`src/rtl/vga_scan_timing_pkg.sv`:
```
// vga_scan_timing_pkg: default 1024x768@60 raster constants, counter widths and window helper
package vga_scan_timing_pkg;
    localparam int X_W = 11;
    localparam int Y_W = 10;
    localparam int DEF_H_ACTIVE = 1024;
    localparam int DEF_H_FRONT = 24;
    localparam int DEF_H_SYNC = 136;
    localparam int DEF_H_BACK = 160;
    localparam int DEF_V_ACTIVE = 768;
    localparam int DEF_V_FRONT = 3;
    localparam int DEF_V_SYNC = 6;
    localparam int DEF_V_BACK = 29;
    localparam int DEF_H_TOTAL = DEF_H_ACTIVE + DEF_H_FRONT + DEF_H_SYNC + DEF_H_BACK;
    localparam int DEF_V_TOTAL = DEF_V_ACTIVE + DEF_V_FRONT + DEF_V_SYNC + DEF_V_BACK;
    localparam int DEF_HS_START = DEF_H_ACTIVE + DEF_H_FRONT;
    localparam int DEF_HS_END = DEF_HS_START + DEF_H_SYNC;
    localparam int DEF_VS_START = DEF_V_ACTIVE + DEF_V_FRONT;
    localparam int DEF_VS_END = DEF_VS_START + DEF_V_SYNC;

    function automatic bit in_window(int v, int lo, int hi);
        return v >= lo && v < hi;
    endfunction
endpackage

```
`src/rtl/tqvp_vga_scan_timing_if.sv`:
```
// tqvp_vga_scan_timing_if: beam position, sync/blank strobes and interrupt handshake
interface tqvp_vga_scan_timing_if;
    import vga_scan_timing_pkg::*;
    logic cli;
    logic [X_W-1:0] x;
    logic [Y_W-1:0] y;
    logic hsync;
    logic vsync;
    logic retrace;
    logic blank;
    logic interrupt;
    modport master (input cli, output x, y, hsync, vsync, retrace, blank, interrupt);
    modport slave (output cli, input x, y, hsync, vsync, retrace, blank, interrupt);
endinterface

```
`src/rtl/vga_scan_counter.sv`:
```
// vga_scan_counter: wrap counter exposing its next value and terminal count
module vga_scan_counter #(
    parameter int W = 11,
    parameter int LAST = 1343
) (
    input  logic         clk,
    input  logic         rst_n,
    input  logic         en,
    output logic [W-1:0] q,
    output logic [W-1:0] nxt,
    output logic         tc
);
    assign tc = q == W'(LAST);
    assign nxt = en ? (tc ? '0 : q + 1'b1) : q;

    // advance to the precomputed next value
    always_ff @(posedge clk or negedge rst_n)
        if (!rst_n) q <= '0;
        else q <= nxt;
endmodule

```
`src/rtl/tqvp_vga_scan_timing.sv`:
```
// tqvp_vga_scan_timing: VGA raster timing; define VGA_SCAN_TIMING_HBLANK_IRQ_EN to also raise the interrupt on every retrace
module tqvp_vga_scan_timing
    import vga_scan_timing_pkg::*;
#(
    parameter int H_ACTIVE = DEF_H_ACTIVE,
    parameter int H_FRONT = DEF_H_FRONT,
    parameter int H_SYNC = DEF_H_SYNC,
    parameter int H_BACK = DEF_H_BACK,
    parameter int V_ACTIVE = DEF_V_ACTIVE,
    parameter int V_FRONT = DEF_V_FRONT,
    parameter int V_SYNC = DEF_V_SYNC,
    parameter int V_BACK = DEF_V_BACK,
    parameter bit HSYNC_POL = 1'b0,
    parameter bit VSYNC_POL = 1'b0
) (
    input logic clk,
    input logic rst_n,
    tqvp_vga_scan_timing_if.master bus
);
    localparam int H_TOTAL = H_ACTIVE + H_FRONT + H_SYNC + H_BACK;
    localparam int V_TOTAL = V_ACTIVE + V_FRONT + V_SYNC + V_BACK;
    localparam int HS_START = H_ACTIVE + H_FRONT;
    localparam int HS_END = HS_START + H_SYNC;
    localparam int VS_START = V_ACTIVE + V_FRONT;
    localparam int VS_END = VS_START + V_SYNC;

    if (H_TOTAL > 2 ** X_W || V_TOTAL > 2 ** Y_W) begin : g_bad_timing
        $error("tqvp_vga_scan_timing: H_TOTAL/V_TOTAL exceed counter widths");
    end

    logic [X_W-1:0] nx;
    logic [Y_W-1:0] ny;
    logic h_tc, v_tc_unused;
    logic blank_n, hsync_n, vsync_n, retrace_n, vb_n, vb_c, set_n, set_c;

    vga_scan_counter #(.W(X_W), .LAST(H_TOTAL - 1)) u_h (
        .clk(clk), .rst_n(rst_n), .en(1'b1), .q(bus.x), .nxt(nx), .tc(h_tc)
    );
    vga_scan_counter #(.W(Y_W), .LAST(V_TOTAL - 1)) u_v (
        .clk(clk), .rst_n(rst_n), .en(h_tc), .q(bus.y), .nxt(ny), .tc(v_tc_unused)
    );

    // decode the upcoming position so registered outputs line up with x/y
    always_comb begin
        blank_n = int'(nx) >= H_ACTIVE || int'(ny) >= V_ACTIVE;
        hsync_n = in_window(int'(nx), HS_START, HS_END) ? HSYNC_POL : !HSYNC_POL;
        vsync_n = in_window(int'(ny), VS_START, VS_END) ? VSYNC_POL : !VSYNC_POL;
        retrace_n = int'(nx) == H_ACTIVE && int'(ny) < V_ACTIVE;
        vb_n = nx == '0 && int'(ny) == V_ACTIVE;
        vb_c = bus.x == '0 && int'(bus.y) == V_ACTIVE;
    end

`ifdef VGA_SCAN_TIMING_HBLANK_IRQ_EN
    assign set_n = vb_n || retrace_n;
    assign set_c = vb_c || bus.retrace;
`else
    assign set_n = vb_n;
    assign set_c = vb_c;
`endif

    // register decodes; a set in the current cycle also shields against cli
    always_ff @(posedge clk or negedge rst_n)
        if (!rst_n) begin
            bus.hsync <= !HSYNC_POL;
            bus.vsync <= !VSYNC_POL;
            bus.blank <= 1'b0;
            bus.retrace <= 1'b0;
            bus.interrupt <= 1'b0;
        end else begin
            bus.hsync <= hsync_n;
            bus.vsync <= vsync_n;
            bus.blank <= blank_n;
            bus.retrace <= retrace_n;
            bus.interrupt <= set_n || set_c || (bus.interrupt && !bus.cli);
        end
endmodule

```
`src/flat_wrapper.sv`:
```
// flat-port wrapper written by rule: the top's interface ports become plain ports
module tqvp_vga_scan_timing_flat import vga_scan_timing_pkg::*;
#(
    parameter int H_ACTIVE = DEF_H_ACTIVE,
    parameter int H_FRONT = DEF_H_FRONT,
    parameter int H_SYNC = DEF_H_SYNC,
    parameter int H_BACK = DEF_H_BACK,
    parameter int V_ACTIVE = DEF_V_ACTIVE,
    parameter int V_FRONT = DEF_V_FRONT,
    parameter int V_SYNC = DEF_V_SYNC,
    parameter int V_BACK = DEF_V_BACK,
    parameter bit HSYNC_POL = 1'b0,
    parameter bit VSYNC_POL = 1'b0
)
  (clk, rst_n, bus_cli, bus_x, bus_y, bus_hsync, bus_vsync, bus_retrace, bus_blank, bus_interrupt);
  tqvp_vga_scan_timing_if bus_i ();
  input logic clk;
  input logic rst_n;
  input wire logic [$bits(bus_i.cli)-1:0] bus_cli;
  output wire logic [$bits(bus_i.x)-1:0] bus_x;
  output wire logic [$bits(bus_i.y)-1:0] bus_y;
  output wire logic [$bits(bus_i.hsync)-1:0] bus_hsync;
  output wire logic [$bits(bus_i.vsync)-1:0] bus_vsync;
  output wire logic [$bits(bus_i.retrace)-1:0] bus_retrace;
  output wire logic [$bits(bus_i.blank)-1:0] bus_blank;
  output wire logic [$bits(bus_i.interrupt)-1:0] bus_interrupt;
  assign bus_i.cli = bus_cli;
  assign bus_x = bus_i.x;
  assign bus_y = bus_i.y;
  assign bus_hsync = bus_i.hsync;
  assign bus_vsync = bus_i.vsync;
  assign bus_retrace = bus_i.retrace;
  assign bus_blank = bus_i.blank;
  assign bus_interrupt = bus_i.interrupt;
  tqvp_vga_scan_timing #(.H_ACTIVE(H_ACTIVE), .H_FRONT(H_FRONT), .H_SYNC(H_SYNC), .H_BACK(H_BACK), .V_ACTIVE(V_ACTIVE), .V_FRONT(V_FRONT), .V_SYNC(V_SYNC), .V_BACK(V_BACK), .HSYNC_POL(HSYNC_POL), .VSYNC_POL(VSYNC_POL)) u_core (.clk(clk), .rst_n(rst_n), .bus(bus_i));
endmodule
```
`config.mk`:
```
export PLATFORM = sky130hd
export DESIGN_NAME = tqvp_vga_scan_timing_flat
export DESIGN_NICKNAME = d
export VERILOG_FILES = /design/src/rtl/vga_scan_timing_pkg.sv /design/src/rtl/tqvp_vga_scan_timing_if.sv /design/src/rtl/vga_scan_counter.sv /design/src/rtl/tqvp_vga_scan_timing.sv /design/src/flat_wrapper.sv
export SDC_FILE = /design/constraint.sdc
export NUM_CORES = 1
export LEC_CHECK = 0
export BUFFER_PORTS_ARGS = -buffer_cell sky130_fd_sc_hd__clkbuf_2
export CAP_MARGIN = 30
export CORE_MARGIN = 2
export CORE_UTILIZATION = 48
export DETAILED_ROUTE_END_ITERATION = 8
export GPL_TIMING_DRIVEN = 0
export PLACE_DENSITY = 0.72
export SLEW_MARGIN = 20
export SYNTH_ARGS = -nofsm -noshare
export SYNTH_HDL_FRONTEND = slang
export SYNTH_HIERARCHICAL = 1
export SYNTH_SLANG_ARGS = --single-unit
export TNS_END_PERCENT = 10
```
`constraint.sdc`:
```
create_clock -name clk -period 2.55 [get_ports clk]
set_clock_uncertainty 0.2 [all_clocks]
set_input_delay 0.255 -clock clk [delete_from_list [all_inputs] [get_ports clk]]
set_output_delay 0.255 -clock clk [all_outputs]
set_load 0.01 [all_outputs]
```
# Word level (Yosys, flattened, before mapping)

Index checks and enable logic that the tools add are counted.

Input port bits: 3
Output and inout bits: 26
Word-level logic and storage cells: 38
Flip-flop bits (word level): 26

Muxes and demuxes: 5
Add/sub/neg operators: 2
Equal/unequal tests: 5
$lt $le $gt $ge: 7
Reductions and logical operators: 12

Operators by type and width:

| kind                                                      | count |
|---|---|
| == test 11 bit, second input constant                     | 2 |
| greater-or-equal comparator 11 bit, second input constant | 2 |
| zero test 11 bit                                          | 2 |
| == test 10 x 9 -> 1 bit, second input constant            | 2 |
| greater-or-equal comparator 10 bit, second input constant | 2 |
| less-than comparator 10 bit, second input constant        | 2 |
| 2-to-1 mux 10 bit                                         | 2 |
| adder 11 x 1 -> 11 bit, second input constant             | 1 |
| less-than comparator 11 bit, second input constant        | 1 |
| 2-to-1 mux 11 bit                                         | 1 |
| adder 10 x 1 -> 10 bit, second input constant             | 1 |
| == test 10 bit, second input constant                     | 1 |
| logical AND 1 bit                                         | 6 |
| logical OR 1 bit                                          | 3 |
| 2-to-1 mux 1 bit                                          | 2 |
| zero test 1 bit                                           | 1 |

# Logic depth before layout (Yosys ltp)

Depth in word-level cells: 7
Gate-level depth with buffers: 11
Mapped depth without buffers: 10

# Cells and area by module

The synthesis kept the hierarchy.

Modules (own cells, without submodules):

| module                        | sequential area each (sq um) | cells each | area each (sq um) | instances |
|---|---|---|---|---|
| vga_scan_counter (u_core.u_h) | 275.3                        | 56         | 565.5             | 1 |
| vga_scan_counter (u_core.u_v) | 250.2                        | 54         | 553.0             | 1 |
| tqvp_vga_scan_timing          | 127.6                        | 36         | 312.8             | 1 |

# Worst setup path after synthesis

OpenSTA, ideal clock, no wires.

Path type: reg-to-reg
Start: register u_core.u_h.q[6]
End: register u_core.bus.interrupt
Cell stages (with the launch flop): 12
Required time: 2276 ps
Library setup time: 74 ps
Data arrival time: 2566 ps
Path buffers: 1
Period minus slack after synthesis: 2840 ps
Path slack: -290 ps
Path through: dfrtp_1 -> nor2_1 -> nand4b_1 -> nor3_2 -> buf_2 -> inv_1 -> nor4_1 -> a21oi_1 -> nor4_2 -> nand3_1 -> o32a_1 -> o21ai_2

Longest elaborated chain between the ends: 6
Elaborated cells on any way between the ends: 11
Those cells by class: add/sub (1); eq/ne (2); mux (2); reduce/logical (6)

RTL lines:

| element                        | line                          | text |
|---|---|---|
| start, declared                | vga_scan_counter.sv:9         | `output logic [W-1:0] q,` |
| start signal, assigned         | vga_scan_counter.sv:19        | `else q <= nxt;` |
| == test 11 bit                 | vga_scan_counter.sv:13        | `assign tc = q == W'(LAST);` |
| net u_core.h_tc                | tqvp_vga_scan_timing.sv:33    | `logic h_tc, v_tc_unused;` |
| 2-to-1 mux 10 bit              | vga_scan_counter.sv:14        | `assign nxt = en ? (tc ? '0 : q + 1'b1) : q;` |
| net u_core.ny[5]               | tqvp_vga_scan_timing.sv:32    | `logic [Y_W-1:0] ny;` |
| == test 10 x 9 -> 1 bit        | tqvp_vga_scan_timing.sv:49    | `vb_n = nx == '0 && int'(ny) == V_ACTIVE;` |
| logical AND 1 bit              | tqvp_vga_scan_timing.sv:49    |  |
| logical OR 1 bit (2 in series) | tqvp_vga_scan_timing.sv:74    | `bus.interrupt <= set_n \|\| set_c \|\| (bus.interrupt && !bus.cli);` |
| end signal, assigned           | tqvp_vga_scan_timing.sv:74    |  |
| end, declared                  | tqvp_vga_scan_timing_if.sv:12 | `modport master (input cli, output x, y, hsync, vsync, retrace, blank, interrupt);` |

The timed path passes the listed nets, and every way through them passes these cells.

# Final worst setup path

Start: register u_core.u_h.q[7]
End: register u_core.bus.interrupt

Same word-level chain as after synthesis.

==> impl_metrics.tcl <==
set metrics [dict create \
    multi_input_area_um2 879.6 \
    vias 1354 \
    synth_top_area_share 0.4196 \
    io_buffers 28 \
    rr_startpoint "u_core/u_h/q[7]" \
    dpl-instance-area_mm2 0.001680 \
    synth_warnings 6 \
    status "finished, violations left" \
    wl_per_cell_um 15.51 \
    p_per_area_mw_per_mm2 506.7 \
    ys_seq_area_frac 0.4563 \
    ys_ff_latch 26 \
    synth-main-ff-cell "dfrtp_1" \
    critPathLaunch "u_core/u_h/q[7]" \
    yosysTopAreaCell "dfrtp_1" \
    viasPerCell 5.737 \
    fp.dieH_um 58.61 \
    fin_nets 212 \
    layout-drive-gt1-share 0.4098 \
    numCtsBuffers 3 \
    arrival_ps 2650 \
    num_rows 19 \
    clkTransAtPathRegs_ps 140 \
    fin_crit_sh 1.014 \
    drt_wl_total_mm 3.660 \
    n_antenna_cell 0 \
    ios 29 \
    min-delay-path-class "input port to async pin" \
    endpoint_kind "flip-flop" \
    cts_buffer_depth 2 \
    global_route.overflow_total 0 \
    p_leak_nw 0.8552 \
    die_w_um 58.61 \
    path_max_fanout 5 \
    setup_viol 1 \
    crit_type "flip-flop to flip-flop" \
    synth_edf_count 0 \
    syn_area_mm2 0.001431 \
    setup_tns_ps -35.90 \
    num-fill-cells 230 \
    slew_viol_final 0 \
    grt_setup_unrepaired "yes" \
    required_ps 2610 \
    drtPass1Iterations 6 \
    fin_util 0.6940 \
    core_mm2 0.002805 \
    tritoncts "done" \
    ys_types 45 \
    pre_cts_ws_ps -272.5 \
    antenna_found_initial 0 \
    ctsRootBufferMaster "clkbuf_4" \
    dp_hpwl_mm 2.430 \
    synth_commonest_cells "dfrtp_1 (24), nand2_1 (13), nand3_1 (10)" \
    hold_viol_final 0 \
    fmax_ghz 0.3867 \
    ir_drop_uv 638.5 \
    setup_ws_ps -35.90 \
    fin_area_mm2 0.001947 \
    fin_crit_ps 2586 \
    drv_cap 0 \
    avgSynthCellArea_um2 9.804 \
    area_delta_synth_final_pct 36.01 \
    violations "design-rule violations, negative setup slack" \
    start_util 0.5103 \
    regArea_um2 659.4 \
    cts_max_level 1 \
    grt_start_max_net_pins 27 \
    synth_most_common_cell "dfrtp_1" \
    clkSinkCount 26 \
    drt-initial-drc-count 64 \
    ys_top_cells_by_area "dfrtp_1 (42%), dfstp_2 (3.7%), xnor2_1 (3.7%)" \
    gp_congestion 0.8610 \
    drcViolationCount 3 \
    grt_usage 0.2246 \
    die_area_mm2 0.003435 \
    maxSlewHeadroom 0.5693 \
    clk_latency_ps 320 \
    synthCells 146 \
    worst_pin_slew_ps 646.1 \
    antenna_left 0 \
    power_uw 986.5 \
    start_kind "flip-flop" \
    grt_pass1_vias 1373 \
    async_reset_ff_frac 1.000 \
    grt_pass1_wl_mm 5.885 \
]
[layout make-up]
cell class | instances | share of cell area
Multi-Input combinational cell | 120 | 0.4518
Tap cell | 31 | 0.01992
Sequential cell | 26 | 0.3387
Timing Repair Buffer | 48 | 0.1536
Buffer | 1 | 0.005784
Inverter | 6 | 0.01157
Clock buffer | 4 | 0.01864
[registers in the layout (all words and copies together), names as in the netlist]
register and count:
u_core/u_h/q 11, u_core/u_v/q 10, u_core/bus.blank 1, u_core/bus.hsync 1, u_core/bus.interrupt 1, u_core/bus.retrace 1
u_core/bus.vsync 1
[layer usage]
metal,up-vias,part of all wire,GRT usage
met5,-,0,0
met1,658,0.42,0.2727
met2,43,0.52,0.4093
met4,0,0.012,0.06494
met3,7,0.041,0.03736
li1,646,-,-
[path summary, 6_finish.rpt]
kind	end	slack, ps	cells after the start
min reg2reg	u_core/bus.interrupt	340	2
min	u_core/u_h/q[4]	270	2
max	u_core/bus.interrupt	-40	10
max in group asynchronous	u_core/u_h/q[9]	1430	2
min in group clk	u_core/bus.interrupt	340	2
max reg2reg	u_core/bus.interrupt	-40	10
[cell families (layout without fill, tap and decap cells)]
group / count (synthesis) / in the layout / share of synthesized area
AND/OR/NAND/NOR: 72 / 72 / 0.3086
XOR/XNOR: 9 / 9 / 0.05507
flip-flops: 26 / 26 / 0.4563
AO/OA/AOI/OAI: 27 / 27 / 0.1241
other: 1 / 8 / 0.002620
buffers and inverters: 7 / 59 / 0.01923
adder cells (fa/ha/maj): 3 / 3 / 0.02623
multiplexers: 1 / 1 / 0.007867
[stage by stage]
stage               std cells  hold WS [ps]
floorplan                 153        -240.6
global placement          212         93.92
detailed placement        212         106.1
CTS                       234         285.5
global route              236         322.7
finish                    236         269.7
[worst max-delay path, stage by stage (launching register included)]
cell	delay (ps)
dfrtp_1	410
nor2_2	130
nand4b_1	190
nor3_4	220
buf_6	160
nand3_4	90
or4_4	450
a21oi_4	180
nand3_2	110
o32a_1	320
o21ai_2	60
[cell usage in the layout, fill, tap and decap left out, drive strengths merged, types with 2 or more instances in the layout]
master,instances
clkbuf,32
dfrtp,24
buf,19
nand2,13
nand3,12
o21ai,10
nor2,10
conb,8
nand4,7
nor4,7
inv,6
xnor2,6
a21oi,6
nand2b,5
nor3,4
xor2,3
ha,3
dlygate4sd3,2
dfstp,2
o22ai,2
or2b,2
nor3b,2
nand3b,2
o31ai,2
or4,2
[power breakdown]
part,leakage [nW],internal (mW),switching [mW]
registers,0.325,0.460,0.0737
logic,0.510,0.106,0.139
clock network,0.0210,0.0874,0.121
[timing repair]
item / CTS / global route
gates resized for setup: 7 / 13
hold buffers: 2 / 0
endpoints found under the setup margin: 2 / 4
pin swaps: 9 / 3
buffers inserted: 16 / 2
endpoints found under the hold margin: 25 / 0
gates cloned: 0 / 0
Note: power is estimated with default switching activity, not from simulation.
